**config.mk**
```make
export PLATFORM = sky130hd
export DESIGN_NAME = mux_nto1_stream_flat
export DESIGN_NICKNAME = d
export VERILOG_FILES = /design/src/rtl/mux_nto1_stream_if.sv /design/src/rtl/mux_nto1_stream.sv /design/src/flat_wrapper.sv
export SDC_FILE = /design/constraint.sdc
export NUM_CORES = 1
export LEC_CHECK = 0
export CELL_PAD_IN_SITES_DETAIL_PLACEMENT = 0
export CELL_PAD_IN_SITES_GLOBAL_PLACEMENT = 1
export CORE_MARGIN = 2
export CORE_UTILIZATION = 28
export DETAILED_ROUTE_END_ITERATION = 8
export PLACE_DENSITY_LB_ADDON = 0.1
export SYNTH_ARGS = -nofsm -noshare
export SYNTH_HDL_FRONTEND = slang
export SYNTH_SLANG_ARGS = --single-unit
```
**constraint.sdc**
```tcl
create_clock -name clk_i -period 4.6 [get_ports clk_i]
set_input_delay 0.69 -clock clk_i [delete_from_list [all_inputs] [get_ports clk_i]]
set_output_delay 0.69 -clock clk_i [all_outputs]
set_load 0.02 [all_outputs]
```
**src/rtl/mux_nto1_stream_if.sv**
```systemverilog
// Stream bundle for mux_nto1_stream: per-channel valid/ready inputs, one registered output,
// plus mode/select control. The master drives channels and control; the slave is the mux.
interface mux_nto1_stream_if #(
  parameter int unsigned WIDTH    = 8,
  parameter int unsigned CHANNELS = 4,
  parameter int unsigned SELW     = 2
);
  logic                      mode;
  logic [SELW-1:0]           sel;
  logic [CHANNELS*WIDTH-1:0] in_data;
  logic [CHANNELS-1:0]       in_valid;
  logic [CHANNELS-1:0]       in_ready;
  logic [WIDTH-1:0]          out_data;
  logic                      out_valid;
  logic                      out_ready;
  logic [SELW-1:0]           out_ch;
  logic                      sel_err;

  modport master (
    output mode, sel, in_data, in_valid, out_ready,
    input  in_ready, out_data, out_valid, out_ch, sel_err
  );

  modport slave (
    input  mode, sel, in_data, in_valid, out_ready,
    output in_ready, out_data, out_valid, out_ch, sel_err
  );
endinterface

```
**src/rtl/mux_nto1_stream.sv**
```systemverilog
// Registered N-to-1 stream mux: manual select or round-robin arbitration, one-word output
// register with valid/ready, and a one-cycle pulse for out-of-range manual selects.
module mux_nto1_stream #(
    parameter int unsigned WIDTH    = 8,
    parameter int unsigned CHANNELS = 4,
    parameter int unsigned SELW     = 2
) (
    input logic               clk_i,
    input logic               rst_i,
    mux_nto1_stream_if.slave  bus
);

    logic [WIDTH-1:0]    out_data_q;
    logic                out_valid_q;
    logic [SELW-1:0]     out_ch_q;
    logic                sel_err_q;
    logic [SELW-1:0]     rr_last_q;

    logic                load;
    logic                sel_ok;
    logic                sel_err_d;
    logic                grant_vld;
    logic [SELW-1:0]     grant_idx;
    logic [WIDTH-1:0]    grant_data;
    logic [CHANNELS-1:0] in_ready_d;
    logic [CHANNELS-1:0] vshift;
    logic [31:0]         rr_idx;

    always_comb begin
        load       = !out_valid_q || bus.out_ready;
        sel_ok     = 32'(bus.sel) < CHANNELS;
        sel_err_d  = !bus.mode && !sel_ok;
        grant_vld  = 1'b0;
        grant_idx  = '0;
        vshift     = '0;
        rr_idx     = '0;
        in_ready_d = '0;
        grant_data = '0;

        if (bus.mode) begin
            // Search from rr_last+1 onward, wrapping; first valid channel wins.
            for (int unsigned i = 1; i <= CHANNELS; i++) begin
                rr_idx = (32'(rr_last_q) + i) % CHANNELS;
                vshift = bus.in_valid >> rr_idx;
                if (!grant_vld && vshift[0]) begin
                    grant_vld = 1'b1;
                    grant_idx = SELW'(rr_idx);
                end
            end
        end else if (sel_ok) begin
            vshift    = bus.in_valid >> bus.sel;
            grant_vld = vshift[0];
            grant_idx = bus.sel;
        end

        grant_vld = grant_vld && load && !rst_i;

        for (int unsigned j = 0; j < CHANNELS; j++) begin
            if (grant_idx == SELW'(j)) begin
                in_ready_d[j] = grant_vld;
                grant_data    = bus.in_data[j*WIDTH +: WIDTH];
            end
        end
    end

    always_ff @(posedge clk_i or posedge rst_i) begin
        if (rst_i) begin
            out_data_q  <= '0;
            out_valid_q <= 1'b0;
            out_ch_q    <= '0;
            sel_err_q   <= 1'b0;
            rr_last_q   <= SELW'(CHANNELS - 1);
        end else begin
            sel_err_q <= sel_err_d;
            if (load) begin
                out_valid_q <= grant_vld;
                if (grant_vld) begin
                    out_data_q <= grant_data;
                    out_ch_q   <= grant_idx;
                    if (bus.mode) begin
                        rr_last_q <= grant_idx;
                    end
                end
            end
        end
    end

    assign bus.in_ready  = in_ready_d;
    assign bus.out_data  = out_data_q;
    assign bus.out_valid = out_valid_q;
    assign bus.out_ch    = out_ch_q;
    assign bus.sel_err   = sel_err_q;

endmodule

```
**src/flat_wrapper.sv**
```systemverilog
// flat-port wrapper written by rule: the top's interface ports become plain ports
module mux_nto1_stream_flat 
#(
    parameter int unsigned WIDTH    = 8,
    parameter int unsigned CHANNELS = 4,
    parameter int unsigned SELW     = 2
)
  (clk_i, rst_i, bus_mode, bus_sel, bus_in_data, bus_in_valid, bus_out_ready, bus_in_ready, bus_out_data, bus_out_valid, bus_out_ch, bus_sel_err);
  mux_nto1_stream_if #(.WIDTH(WIDTH), .CHANNELS(CHANNELS), .SELW(SELW)) bus_i ();
  input logic clk_i;
  input logic rst_i;
  input wire logic [$bits(bus_i.mode)-1:0] bus_mode;
  input wire logic [$bits(bus_i.sel)-1:0] bus_sel;
  input wire logic [$bits(bus_i.in_data)-1:0] bus_in_data;
  input wire logic [$bits(bus_i.in_valid)-1:0] bus_in_valid;
  input wire logic [$bits(bus_i.out_ready)-1:0] bus_out_ready;
  output wire logic [$bits(bus_i.in_ready)-1:0] bus_in_ready;
  output wire logic [$bits(bus_i.out_data)-1:0] bus_out_data;
  output wire logic [$bits(bus_i.out_valid)-1:0] bus_out_valid;
  output wire logic [$bits(bus_i.out_ch)-1:0] bus_out_ch;
  output wire logic [$bits(bus_i.sel_err)-1:0] bus_sel_err;
  assign bus_i.mode = bus_mode;
  assign bus_i.sel = bus_sel;
  assign bus_i.in_data = bus_in_data;
  assign bus_i.in_valid = bus_in_valid;
  assign bus_i.out_ready = bus_out_ready;
  assign bus_in_ready = bus_i.in_ready;
  assign bus_out_data = bus_i.out_data;
  assign bus_out_valid = bus_i.out_valid;
  assign bus_out_ch = bus_i.out_ch;
  assign bus_sel_err = bus_i.sel_err;
  mux_nto1_stream #(.WIDTH(WIDTH), .CHANNELS(CHANNELS), .SELW(SELW)) u_core (.clk_i(clk_i), .rst_i(rst_i), .bus(bus_i));
endmodule
```
* Word level (Yosys, flattened, before mapping)
Cells that the tools add are included.
Storage, ports and cells: bits in registers 13, input bits 42, output and inout bits 16, logic and storage cells 51
Operators by class: add/sub/neg operators 4, eq/ne operators 3, shift-type cells 5, muxes and demuxes 21, reductions and logical operators 14
Operators by type and width (count):
- 8-bit 2-to-1 mux | 4
- 4-bit by 2-bit >> shifter with 1-bit output | 5
- 1-bit 2-to-1 mux | 12
- 2-bit 2-to-1 mux | 5
- 1-bit logical AND | 5
- 1-bit logical NOT | 5
- 2-bit by 1-bit adder with 2-bit output (second input constant) | 2
- 2-bit adder (second input constant) | 2
- 2-bit == test (second input constant) | 2
- 3-bit AND reduction | 1
- 2-bit by 1-bit == test with 1-bit output (second input constant) | 1
- 2-bit logical NOT | 1
- 2-bit AND reduction | 1
- 1-bit logical OR | 1

* Logic depth before layout (Yosys ltp)
Gate-level depths: netlist (run 1).
depth after elaboration 21, gate-level depth with buffers 8

* Worst setup path after synthesis (run 1)
Ideal clock, no wire load.
path type in2out, from input bus_sel[0], to output bus_in_ready[0], arrival time 2.080 ns, slack 1.830 ns, stages on the path 6, cells stage by stage mux4_2 > nand2_1 > a211o_1 > or2_2 > buf_6 > nor2_1
Between the ends: longest elaborated chain between the ends 5, elaborated cells between the ends (all ways) 7, those cells by class 1 x shift; 3 x mux; 3 x reduce/logical
Ends and longest elaborated chain:
- start: declaration | line flat_wrapper.sv:13 | input wire logic [$bits(bus_i.sel)-1:0] bus_sel;
- 4-bit by 2-bit >> shifter with 1-bit output | line mux_nto1_stream.sv:51 | vshift = bus.in_valid >> bus.sel;
- 1-bit 2-to-1 mux | line mux_nto1_stream.sv:40 | if (bus.mode) begin
- 1-bit logical AND (2 in series) | line mux_nto1_stream.sv:56 | grant_vld = grant_vld && load && !rst_i;
- 1-bit 2-to-1 mux (*) | line mux_nto1_stream.sv:59 | if (grant_idx == SELW'(j)) begin
- end: declaration | line flat_wrapper.sv:17 | output wire logic [$bits(bus_i.in_ready)-1:0] bus_in_ready;
Mark *: on every way between the ends. The rest lies on a longest branch, timed or not.

* Worst setup path in the final report (run 1)
from input bus_in_valid[3], to output bus_in_ready[1]
Between the ends: longest elaborated chain between the ends 18, elaborated cells between the ends (all ways) 28, those cells by class 1 x eq/ne; 5 x shift; 14 x mux; 8 x reduce/logical
Ends and longest elaborated chain:
- start: declaration | line flat_wrapper.sv:15 | input wire logic [$bits(bus_i.in_valid)-1:0] bus_in_valid;
- 4-bit by 2-bit >> shifter with 1-bit output | line mux_nto1_stream.sv:44 | vshift = bus.in_valid >> rr_idx;
- 1-bit 2-to-1 mux | line mux_nto1_stream.sv:45 | if (!grant_vld && vshift[0]) begin
- 1-bit 2-to-1 mux | line mux_nto1_stream.sv:40
- 1-bit logical NOT | line mux_nto1_stream.sv:45
- 1-bit logical AND | line mux_nto1_stream.sv:45
- 1-bit 2-to-1 mux | line mux_nto1_stream.sv:45
- 1-bit 2-to-1 mux | line mux_nto1_stream.sv:40
- 1-bit logical NOT | line mux_nto1_stream.sv:45
- 1-bit logical AND | line mux_nto1_stream.sv:45
- 1-bit 2-to-1 mux | line mux_nto1_stream.sv:45
- 1-bit 2-to-1 mux | line mux_nto1_stream.sv:40
- 1-bit logical NOT | line mux_nto1_stream.sv:45
- 1-bit logical AND | line mux_nto1_stream.sv:45
- 1-bit 2-to-1 mux | line mux_nto1_stream.sv:45
- 1-bit 2-to-1 mux | line mux_nto1_stream.sv:40
- 1-bit logical AND (2 in series) | line mux_nto1_stream.sv:56
- 1-bit 2-to-1 mux (*) | line mux_nto1_stream.sv:59
Mark *: on every way between the ends. The rest lies on a longest branch, timed or not. The select of a mux whose other input is x is not followed.

==> impl_metrics.csv, run 1 <==
group,metric,value,unit
worst_hold_path,min_path_type,"flop to flop",
power_and_ir_drop,p_per_area,352.0,nW/um^2
critical_path,crit_required,3.91,ns
floorplan,row_count,20,
clock_tree,cts_setup_buffers,0,
global_routing,grt_max_degree,16,
timing,final.setup.tns,0,ns
timing,rsz0062_at_grt,"no",
floorplan,fp.dieH,61.43,um
timing,finalWorstSetupSlack,0.6042,ns
clock_tree,cts_buffer_depth,2,
floorplan,core,3103,sq um
finish,stdcell_count,190,
timing,finClkSkew,0.003681,ns
timing,fmax,0.2503,GHz
clock_tree,cts_root_buf,"clkbuf_4",
clock_tree,clock-sinks,13,
clock_tree,cts_buffers,3,
drt,dr.pass1.iters,4,
finish,drive_gt1_frac,0.09589,
timing,finalCritPeriodShare,0.8687,
critical_path,startpoint_type,"primary input",
timing,slew_headroom,0.6312,
place,place.gp.congestion,0.7746,
floorplan,dieArea,3773,sq um
clock_tree,cts-htree-levels,1,
yosys,yosys.area.top_type,"dfrtp_1",
clock_tree,ctsHoldBuffers,0,
power_and_ir_drop,p_leak,0.6520,nW
yosys,ys_types,28,
yosys,synthMostInstantiatedCell,"mux2i_1",
global_routing,grt_overflow_total,0,
yosys,yosys-top-cells-area,"dfrtp_1, mux2i_1, o221ai_1",
critical_path,arrival,3.31,ns
global_routing,grt_pass1_wl,4.022,mm
yosys,synthCells,91,
run,cap_viol_max_count,0,
global_routing,grt_usage,0.1465,
power_and_ir_drop,irDropWorstVdd,217.3,uV
finish,syn_to_final_growth,63.14,%
yosys,synth_ff_type,"dfrtp_1",
timing,worst_pin_slew,0.5532,ns
yosys,synth_edf_count,0,
floorplan,initial_core_util,0.2976,
timing,slew_violations,0,
global_routing,antenna_found_initial,0,
yosys,syn_area,923.4,sq um
global_routing,grt_pass1_vias,876,
drt,ant_nets,0,
timing,min_period,3.996,ns
drt,drt-wirelength-per-cell,14.08,um
yosys,synth_warnings,0,
finish,layout.nets,189,
clock_tree,cts_resized,0,
finish,n_antenna_cell,0,
clock_tree,insertion_delay,0.28,ns
clock_tree,cts.clk_slew.worst_paths,0.08,ns
place,place_inst,186,
yosys,avgSynthCellArea,10.15,sq um
yosys,yosysSeqAreaShare,0.3550,
yosys,synth_top_cells_by_count,"mux2i_1, dfrtp_1, nand2_1, o221ai_1, inv_1",
floorplan,pin_count,58,
critical_path,path_max_fanout,15,
yosys,synth_top_area_share,0.2981,
drt,num_vias,908,
timing,finalHoldViolCount,0,
critical_path,endpoint_kind,"output pin",
clock_tree,tritoncts,"done",
yosys,yosys_register_bits,13,
place,pre_cts_ws,0.5852,ns
outcome,status,"finished clean",
timing,setup_viol,0,
place,port_buffers,56,
drt,routed_wl,2.675,mm
drt,drc,0,
yosys,async_reset_ff_frac,1.000,
drt,viasPerCell,4.779,
floorplan,die_w,61.43,um
drt,drt_iter0_drc,15,
critical_path,crit_type,"primary input to output pin",
place,hpwl,2.086,mm
timing,fin_hold_ws,0.4939,ns
yosys,synth_nets,133,
[logic make-up after synthesis]
group           share of synthesized area
buf+inv                            0.1003
other cells                      0.004061
compound gates                     0.1694
flops                              0.3550
mux                                0.2452
simple gates                       0.1260
[final cells by class]
cell class              instances  area, sq um
inverters                       7        26.28
flip-flops and latches         13        327.8
well taps                      44        55.05
fillers                       317         1597
clock buffers                   4        26.28
repair buffers                 57        568.0
multi-input cells              65        503.0
[through the flow]
stage	util	cell area (sq um)	total power, mW
after floorplan	-	923.4	0.3399
final	0.4855	1506	0.5303
after CTS	0.4855	1506	0.5397
after global routing	0.4855	1506	0.5677
after detailed placement	0.4770	1480	0.4627
after global placement	0.4770	1480	0.4589
[final timing paths]
path                                                            to                               start  cells past startpoint  slack [ns]
worst max-delay path                               bus_in_ready[1]                     bus_in_valid[3]                      7        0.60
worst min-delay path            u_core.bus.out_data[7]$_DFFE_PP0P_  u_core.bus.out_data[7]$_DFFE_PP0P_                      2        0.49
worst max register to register  u_core.bus.out_data[6]$_DFFE_PP0P_     u_core.rr_last_q[1]$_DFFE_PP1P_                      7        2.08
worst min register to register  u_core.bus.out_data[7]$_DFFE_PP0P_  u_core.bus.out_data[7]$_DFFE_PP0P_                      2        0.49
max in group asynchronous          u_core.rr_last_q[0]$_DFFE_PP1P_                               rst_i                      2        3.45
min in group asynchronous       u_core.bus.out_data[0]$_DFFE_PP0P_                               rst_i                      2        0.79
[sequential cells by signal, indices dropped and copies added (netlist names)]
name                  cells
u_core.bus.out_valid      1
u_core.rr_last_q          2
u_core.bus.out_data       8
u_core.bus.out_ch         2
[per-layer routing]
layer / track usage / wire length [um] / share of wire / vias up
li1: - / - / - / 443
met1: 0.1757 / 1158 / 0.43 / 429
met2: 0.2462 / 1294 / 0.48 / 32
met3: 0.05462 / 194 / 0.073 / 4
met4: 0.04255 / 28 / 0.010 / 0
met5: 0 / 0 / 0 / -
[critical path, cell delays in order]
cell and delay [ns]:
clkdlybuf4s50_1 0.61, mux4_2 0.28, nand2_1 0.06, a211o_1 0.44
or2_2 0.47, nor2_1 0.14, clkdlybuf4s50_1 0.61
[report_power, final]
part / switching [mW] / leakage, nW / internal, mW
clock: 0.0400 / 0.0150 / 0.0337
combinational: 0.129 / 0.481 / 0.145
sequential: 0.0258 / 0.156 / 0.157
total: 0.195 / 0.652 / 0.336
[placed cells by master, fill, tap and decap left out]
cell type,Yosys,layout
a311oi_2,1,1
dfrtp_1,11,11
mux2i_1,17,17
a311oi_1,1,1
conb_1,1,1
nand2_1,10,10
inv_1,7,7
clkbuf_4,0,3
a21oi_1,2,2
nand2b_1,2,2
mux4_2,1,1
nor2_1,5,5
nor2b_1,1,1
or2b_1,1,1
o21ai_0,2,2
a22oi_1,1,1
clkbuf_1,0,1
o221ai_1,8,8
o32ai_1,1,1
a211o_1,1,1
buf_4,2,1
clkdlybuf4s50_1,0,56
o41ai_1,1,1
or2_2,3,3
nor3b_1,2,2
dfstp_2,2,2
mux2_2,3,3
o31a_1,1,1
(Power assumes the default switching activity.)
==> run 2: changes to the inputs <==
--- a/config.mk
+++ b/config.mk
@@ -12,4 +12,6 @@
 export DETAILED_ROUTE_END_ITERATION = 8
 export PLACE_DENSITY_LB_ADDON = 0.1
+export SKIP_LAST_GASP = 1
+export SLEW_MARGIN = 20
 export SYNTH_ARGS = -nofsm -noshare
 export SYNTH_HDL_FRONTEND = slang
==> constraint.sdc (replaced) <==
create_clock -name clk_i -period 4.6 [get_ports clk_i]
set_input_delay 0.92 -clock clk_i [delete_from_list [all_inputs] [get_ports clk_i]]
set_output_delay 0.92 -clock clk_i [all_outputs]
set_load 0.02 [all_outputs]
==> run 2 against run 1 <==
- clock power decreased by 1%
- routed wire length decreased by 2.1%
- sequential share of layout area is 0.21 points lower
- clock skew is 0.0026 ns lower
- worst hold slack better by 0.00077 ns
- total power fell by 0.11%
- non-clock buffer count is 2 higher
- combinational power hardly changed
- critical path type unchanged
- critical endpoint unchanged
- highest routed layer unchanged
==> impl_metrics.csv, run 2 (synthesized netlist as in run 1, its figures left out) <==
group,metric,value,unit
outcome,status,"finished clean",
critical_path,arrival,3.38,ns
place,place_inst,188,
global_routing,globalRouteMet2Util,0.2492,
finish,final_cell_mix,"clkdlybuf4s50_1, mux2i_1, dfrtp_1",
finish,syn_to_final_growth,64.77,%
critical_path,endpoint_kind,"output pin",
global_routing,grt_overflow_total,0,
global_routing,grtUsageMet1,0.1688,
timing,min_period,4.298,ns
critical_path,crit_required,3.68,ns
drt,dr.pass1.iters,4,
global_routing,grt_usage,0.1411,
timing,rsz0062_at_grt,"no",
floorplan,initial_core_util,0.2976,
timing,setup_viol,0,
global_routing,grt_pass1_wl,3.967,mm
finish,layout_commonest_cell,"clkdlybuf4s50_1",
timing,fmax,0.2327,GHz
power_and_ir_drop,p_leak,0.6613,nW
worst_hold_path,min_path_type,"flop to flop",
finish,n_antenna_cell,0,
drt,ant_nets,0,
timing,finalCritPeriodShare,0.9344,
finish,fillerInstances,326,
floorplan,row_count,20,
clock_tree,insertion_delay,0.27,ns
finish,layout.nets,191,
drt,drc,0,
global_routing,antenna_found_initial,0,
finish,drive_gt1_frac,0.1081,
clock_tree,cts_buffer_depth,2,
clock_tree,cts_setup_buffers,0,
clock_tree,tritoncts,"done",
floorplan,fp.dieH,61.43,um
clock_tree,ctsHoldBuffers,0,
critical_path,r2r-start,"u_core.rr_last_q[1]$_DFFE_PP1P_",
timing,finClkSkew,0.001102,ns
drt,num_vias,911,
drt,drt_iter0_drc,29,
finish,largest_reg_flops,8,
critical_path,path_max_fanout,10,
floorplan,pin_count,58,
global_routing,grt_max_degree,14,
timing,fin_hold_ws,0.4947,ns
global_routing,gr-usage-met3,0.04622,
timing,finalHoldViolCount,0,
place,place.gp.congestion,0.7762,
global_routing,gr-max-usage-layer,"met2",
drt,routed_wl,2.620,mm
clock_tree,cts.clk_slew.worst_paths,0.08,ns
critical_path,crit_type,"primary input to output pin",
power_and_ir_drop,irDropWorstVdd,182.2,uV
run,cap_viol_max_count,0,
global_routing,grt_pass1_vias,898,
timing,slew_violations,0,
clock_tree,cts_root_buf,"clkbuf_4",
place,hpwl,2.059,mm
clock_tree,cts_resized,0,
drt,drt-wirelength-per-cell,13.65,um
power_and_ir_drop,p_per_area,348.2,nW/um^2
timing,slew_headroom,0.6450,
clock_tree,cts-htree-levels,1,
clock_tree,clock-sinks,13,
drt,viasPerCell,4.745,
clock_tree,cts_buffers,3,
worst_hold_path,hold_path.startpoint,"u_core.bus.out_ch[0]$_DFFE_PP0P_",
critical_path,critPathLaunch,"bus_in_valid[3]",
timing,worst_pin_slew,0.5319,ns
power_and_ir_drop,p_total,529.7,uW
floorplan,die_w,61.43,um
timing,final.setup.tns,0,ns
floorplan,dieArea,3773,sq um
floorplan,core,3103,sq um
finish,stdcell_count,192,
place,port_buffers,56,
critical_path,startpoint_type,"primary input",
-- run 2: area by class of cell --
class | instances | area [sq um] | area share
clock buffer | 4 | 26.28 | 0.01727
inverter | 7 | 26.28 | 0.01727
multi-input combinational | 65 | 503.0 | 0.3306
sequential | 13 | 327.8 | 0.2155
tap | 44 | 55.05 | 0.03618
timing repair buffer | 59 | 583.1 | 0.3832
-- run 2: worst paths after layout --
kind                                                 endpoint  cells after the start  slack (ns)
setup / recovery                              bus_in_ready[1]                      7        0.30
hold / removal               u_core.bus.out_ch[0]$_DFFE_PP0P_                      2        0.49
setup reg to reg           u_core.bus.out_data[2]$_DFFE_PP0P_                      7        2.29
hold reg to reg              u_core.bus.out_ch[0]$_DFFE_PP0P_                      2        0.49
max in group asynchronous     u_core.rr_last_q[0]$_DFFE_PP1P_                      2        3.22
min in group asynchronous    u_core.bus.out_valid$_DFFE_PP0P_                      2        1.01
-- run 2: critical path, cell delays in order --
cell and delay, ns:
clkdlybuf4s50_1 0.61, mux4_2 0.28, nand2_1 0.05, a211o_1 0.33, or2_2 0.43, nor2_1 0.15, clkdlybuf4s50_1 0.61
-- run 2: routing by layer --
layer  wire [um]  part of all wire  vias up
met5           0                 0        -
met1        1088              0.42      435
li1            -                 -      445
met3         193             0.074        2
met4          14            0.0053        0
met2        1323              0.50       29
-- run 2: through the flow --
step / utilization / worst slack, ns / instance area, sq um
2_1_floorplan: - / 1.370 / 923.4
3_3_place_gp: 0.4819 / 0.3640 / 1495
3_5_place_dp: 0.4819 / 0.2957 / 1495
4_1_cts: 0.4903 / 0.3025 / 1521
5_1_grt: 0.4903 / 0.1763 / 1521
6_report: 0.4903 / 0.3019 / 1521
-- run 2: power by group --
part	internal (mW)	leakage, nW	switching [mW]
clock network	0.0336	0.0150	0.0391
registers	0.157	0.156	0.0256
logic	0.147	0.490	0.126
total	0.338	0.661	0.191
==> variant 1, RTL diff (settings of run 1) <==
`CHANNELS` is set to 4 in 3 places; all go to 8.
--- a/src/rtl/mux_nto1_stream_if.sv
+++ b/src/rtl/mux_nto1_stream_if.sv
@@ -2,7 +2,7 @@
 // plus mode/select control. The master drives channels and control; the slave is the mux.
 interface mux_nto1_stream_if #(
   parameter int unsigned WIDTH    = 8,
-  parameter int unsigned CHANNELS = 4,
+  parameter int unsigned CHANNELS = 8,
   parameter int unsigned SELW     = 2
 );
   logic                      mode;
--- a/src/rtl/mux_nto1_stream.sv
+++ b/src/rtl/mux_nto1_stream.sv
@@ -2,7 +2,7 @@
 // register with valid/ready, and a one-cycle pulse for out-of-range manual selects.
 module mux_nto1_stream #(
     parameter int unsigned WIDTH    = 8,
-    parameter int unsigned CHANNELS = 4,
+    parameter int unsigned CHANNELS = 8,
     parameter int unsigned SELW     = 2
 ) (
     input logic               clk_i,
--- a/src/flat_wrapper.sv
+++ b/src/flat_wrapper.sv
@@ -2,7 +2,7 @@
 module mux_nto1_stream_flat 
 #(
     parameter int unsigned WIDTH    = 8,
-    parameter int unsigned CHANNELS = 4,
+    parameter int unsigned CHANNELS = 8,
     parameter int unsigned SELW     = 2
 )
   (clk_i, rst_i, bus_mode, bus_sel, bus_in_data, bus_in_valid, bus_out_ready, bus_in_ready, bus_out_data, bus_out_valid, bus_out_ch, bus_sel_err);
Interface: changed (resized bus_in_data, bus_in_ready and bus_in_valid); port bits go from 58 to 98. The function was not compared with the original's and may differ.
==> variant 1 against run 1 <==
  * Synthesized area is 85% higher
  * Final area is 68% higher
  * Sequential power increased by 17%
  * Total power is 130% higher
  * Via count grew 94%
  * Critical path depth up 2
  * Wire length is 91% higher
  * Sequential cell count stayed put
  * Register-to-register slack worse by 780 ps
  * Largest cell class is now multi-input gates
  * Global-route usage is 0.50 points higher
  * Clock power up 36%
  * Final cell count grew 79%
  * Highest routed layer unchanged
  * Setup slack worse by 380 ps
  * Count of clock-buffer cells in the layout stayed put
  * Critical path type unchanged
==> variant 1: results (changes against run 1) <==
Cell variety after synth: 48 (was 28)
VDD IR max: 0.000184 V (was 0.000217 V)
largest class: multi-input gates (was non-clock buffers)
inverter count: 6 (was 7)
reg2reg end: u_core.bus.out_data[5] (was u_core.bus.out_data[6])
clk slew on worst S/H paths: 50 ps (was 80 ps)
vias in the first global route: 1608 (was 876)
Layout clock area frac: 0.0178 (was 0.0174)
total power: 0.00123 W (was 0.000530 W)
Sw Pwr: 0.000531 W (was 0.000195 W)
combinational power: 0.000914 W (was 0.000273 W)
Reg2Reg Setup Slack: 1300 ps (was 2080 ps)
Worst Path Arrival: 3690 ps (was 3310 ps)
Cell Area, Placed: 2480 um2 (was 1480 um2)
Initial DRC Count: 81 (was 15)
first-pass GRT wire length: 7870 um (was 4020 um)
status: complete, no violations (unchanged)
Reg2Reg Depth: 9 (was 7)
slowest CP cell: clkdlybuf4s50_1 (unchanged)
layout cells sized above 1: 0.181 (was 0.0959)
Worst Setup SP: bus_in_valid[2] (was bus_in_valid[3])
NonClk Buf Share: 0.316 (was 0.377)
synthesized area: 1710 um2 (was 923 um2)
Crit path max-delay family: buffers and inverters (unchanged)
list of most frequent post-synthesis cells: 26 x mux2i_1, 24 x o21ai_0, 21 x nand2_1 (was 17 x mux2i_1, 11 x dfrtp_1, 10 x nand2_1)
port buffer count: 64 (was 56)
largest cells by area after synthesis: dfrtp_1 16%, mux2i_1 15%, mux4_2 9.2% (was dfrtp_1 30%, mux2i_1 18%, o221ai_1 7.6%)
Seq/total area: 0.129 (was 0.218)
CTS resizes: 0 (unchanged)
# fillers: 610 (was 317)
multi-input logic area: 1240 um2 (was 503 um2)
postcts setup bufs: 0 (unchanged)
Root Driver: clkbuf_8 (was clkbuf_4)
n_diodes: 0 (unchanged)
normalized max-slew margin: 0.602 (was 0.631)
largest net degree at the start of global routing: 20 (was 16)
Layout Nets: 346 (was 189)
critical path endpoint: bus_in_ready[3] (was bus_in_ready[1])
Final Wtd Congestion: 0.779 (was 0.775)
power share of the clock group: 0.081 (was 0.139)
Pleak: 1.06 nW (was 0.652 nW)
comb_multi_in: 157 (was 65)
Seq/Total Area, Yosys: 0.192 (was 0.355)
drt total wl: 5100 um (was 2680 um)
R2R Path Start: u_core.rr_last_q[0] (was u_core.rr_last_q[1])
clock latency on the worst-skew pair: 240 ps (was 280 ps)
worst clock skew: 1.92 ps (was 3.68 ps)
Non-clk bufs: 85 (was 57)
GRT Total Usage: 0.151 (was 0.147)
design area: 2530 um2 (was 1510 um2)
DP HPWL: 4120 um (was 2090 um)
Min Hold Slack: 494 ps (about the same)
Max Fanout on Critical Path: 6 (was 15)
Mapped Nets: 277 (was 133)
Vias: 1764 (was 908)
-- variant 1: cells by family (layout without fill, tap and decap cells) --
family / Yosys count / after routing / share of synthesized area
other: 1 / 1 / 0.00220
multiplexers: 36 / 36 / 0.264
AND/OR/NAND/NOR: 57 / 57 / 0.180
flip-flops: 13 / 13 / 0.192
AO/OA/AOI/OAI: 61 / 61 / 0.262
adder cells (fa/ha/maj): 2 / 2 / 0.0146
buffers and inverters: 27 / 95 / 0.0850
-- variant 1: per-layer routing --
layer	vias to the layer above	wire length, um	global-route usage	part of all wire
li1	875	-	-	-
met1	840	2440	0.222	0.48
met2	47	2360	0.244	0.46
met3	2	267	0.00870	0.052
met4	0	25	0.0367	0.0049
met5	-	0	0	0
-- variant 1: stage by stage --
stage | std cells | worst slack (ps)
CTS | 340 | 167
global placement | 336 | 179
floorplan | 197 | 240
detailed placement | 336 | 170
global route | 340 | 34.1
finish | 340 | 223
==> variant 2, RTL diff (flow settings as in run 1) <==
Without the edit above. Make the reset (`rst_i`) synchronous in one clocked block.
--- a/src/rtl/mux_nto1_stream.sv
+++ b/src/rtl/mux_nto1_stream.sv
@@ -63,7 +63,7 @@
         end
     end
 
-    always_ff @(posedge clk_i or posedge rst_i) begin
+    always_ff @(posedge clk_i) begin
         if (rst_i) begin
             out_data_q  <= '0;
             out_valid_q <= 1'b0;
Behaviour: differs if rst_i is asserted again (counterexample within 4 cycles, from zero or initial values and one cycle with rst_i high); with rst_i held inactive, the same outputs for 10 cycles.
==> variant 2 against run 1 <==
  * First-iteration DRC count grew to 3.0 times the old value
  * Setup slack gained 39 ps
  * Wire length grew 0.60%
  * Sequential cell count is the same
  * Hold slack gained 16 ps
  * Synthesized area grew 0.68%
  * Final area grew 1.8%
  * Highest routed layer unchanged
  * Total power shrank 30%
  * Non-clock buffer count is the same
  * Die area grew 0.64%
  * Register-to-register slack gained 530 ps
  * Final cell count grew 6.3%
  * Largest cell class is now multi-input gates
  * Synthesized cell count grew 14%
==> variant 2: results (changes against run 1) <==
Mapped Nets: 146 (was 133)
layout cells sized above 1: 0.0443 (was 0.0959)
Seq/Total Area, Yosys: 0.280 (was 0.355)
Final Wtd Congestion: 0.781 (was 0.775)
reg2reg end: u_core.bus.out_data[2] (was u_core.bus.out_data[6])
worst clock skew: 7.09 ps (was 3.68 ps)
Place WS: 671 ps (was 585 ps)
met3 routed wirelength: 173 um (was 194 um)
R2R Path Start: u_core.rr_last_q[1] (unchanged)
Cell variety after synth: 30 (was 28)
detail-routed via count per cell: 4.90 (was 4.78)
GRT Total Usage: 0.150 (was 0.147)
status: complete, no violations (unchanged)
largest cells by area after synthesis: dfxtp_1 28%, mux2i_1 23%, nand3b_1 8.9% (was dfrtp_1 30%, mux2i_1 18%, o221ai_1 7.6%)
Min Hold Slack: 510 ps (was 494 ps)
share of async-settable or async-resettable flops after synthesis: 0 (was 1.00)
Cell Area, Placed: 1510 um2 (was 1480 um2)
M3 GR Usage: 0.0294 (was 0.0546)
Vias: 989 (was 908)
Worst Setup SP: bus_in_valid[1] (was bus_in_valid[3])
Initial DRC Count: 45 (was 15)
list of most frequent post-synthesis cells: 21 x mux2i_1, 13 x dfxtp_1, 11 x nand3b_1 (was 17 x mux2i_1, 11 x dfrtp_1, 10 x nand2_1)
max incr delay on CP: 630 ps (was 610 ps)
post-synthesis cell count: 104 (was 91)
Pleak: 0.598 nW (was 0.652 nW)
wire length on met2: 1290 um (about the same)
largest net degree at the start of global routing: 15 (was 16)
Min-Delay Endpoint: u_core.bus.out_ch[0] (was u_core.bus.out_data[7])
Hold Startpoint: u_core.bus.out_ch[0] (was u_core.bus.out_data[7])
Reg2Reg Setup Slack: 2610 ps (was 2080 ps)
Max Fanout on Critical Path: 13 (was 15)
VDD IR max: 0.000137 V (was 0.000217 V)
Post-Route M1 WL: 1200 um (was 1160 um)
switching fraction of total power: 0.327 (was 0.367)
first-pass GRT wire length: 4220 um (was 4020 um)
Worst Path Arrival: 3270 ps (was 3310 ps)
met1 usage: 0.181 (was 0.176)
Placed Cells: 198 (was 186)
variant 2: cell type report:
cell class,instances,area [um2]
Fill cell,322,1570
Multi-Input combinational cell,84,624
Sequential cell,13,260
Clock buffer,4,26.3
Timing Repair Buffer,57,568
Tap cell,44,55.1
variant 2: logic make-up (layout without fill, tap and decap cells):
family                 Yosys count  in the layout  synth area share
and+or+nand+nor                 42             42             0.273
buffers and inverters            7             61            0.0484
other                            1              1           0.00403
muxes                           21             21             0.226
DFF                             13             13             0.280
AOI/OAI and AO/OA               20             20             0.168
variant 2: power groups by stage:
| stage | clock network (W) | logic [W] | registers (W) |
|---|---|---|---|
| 2_1_floorplan | 0 | 0.0000744 | 0.000153 |
| 5_1_grt | 0.0000800 | 0.000178 | 0.000140 |
| 6_report | 0.0000717 | 0.000164 | 0.000137 |
| 4_1_cts | 0.0000758 | 0.000166 | 0.000137 |
| 3_5_place_dp | 0 | 0.000165 | 0.000140 |
| 3_3_place_gp | 0 | 0.000164 | 0.000139 |
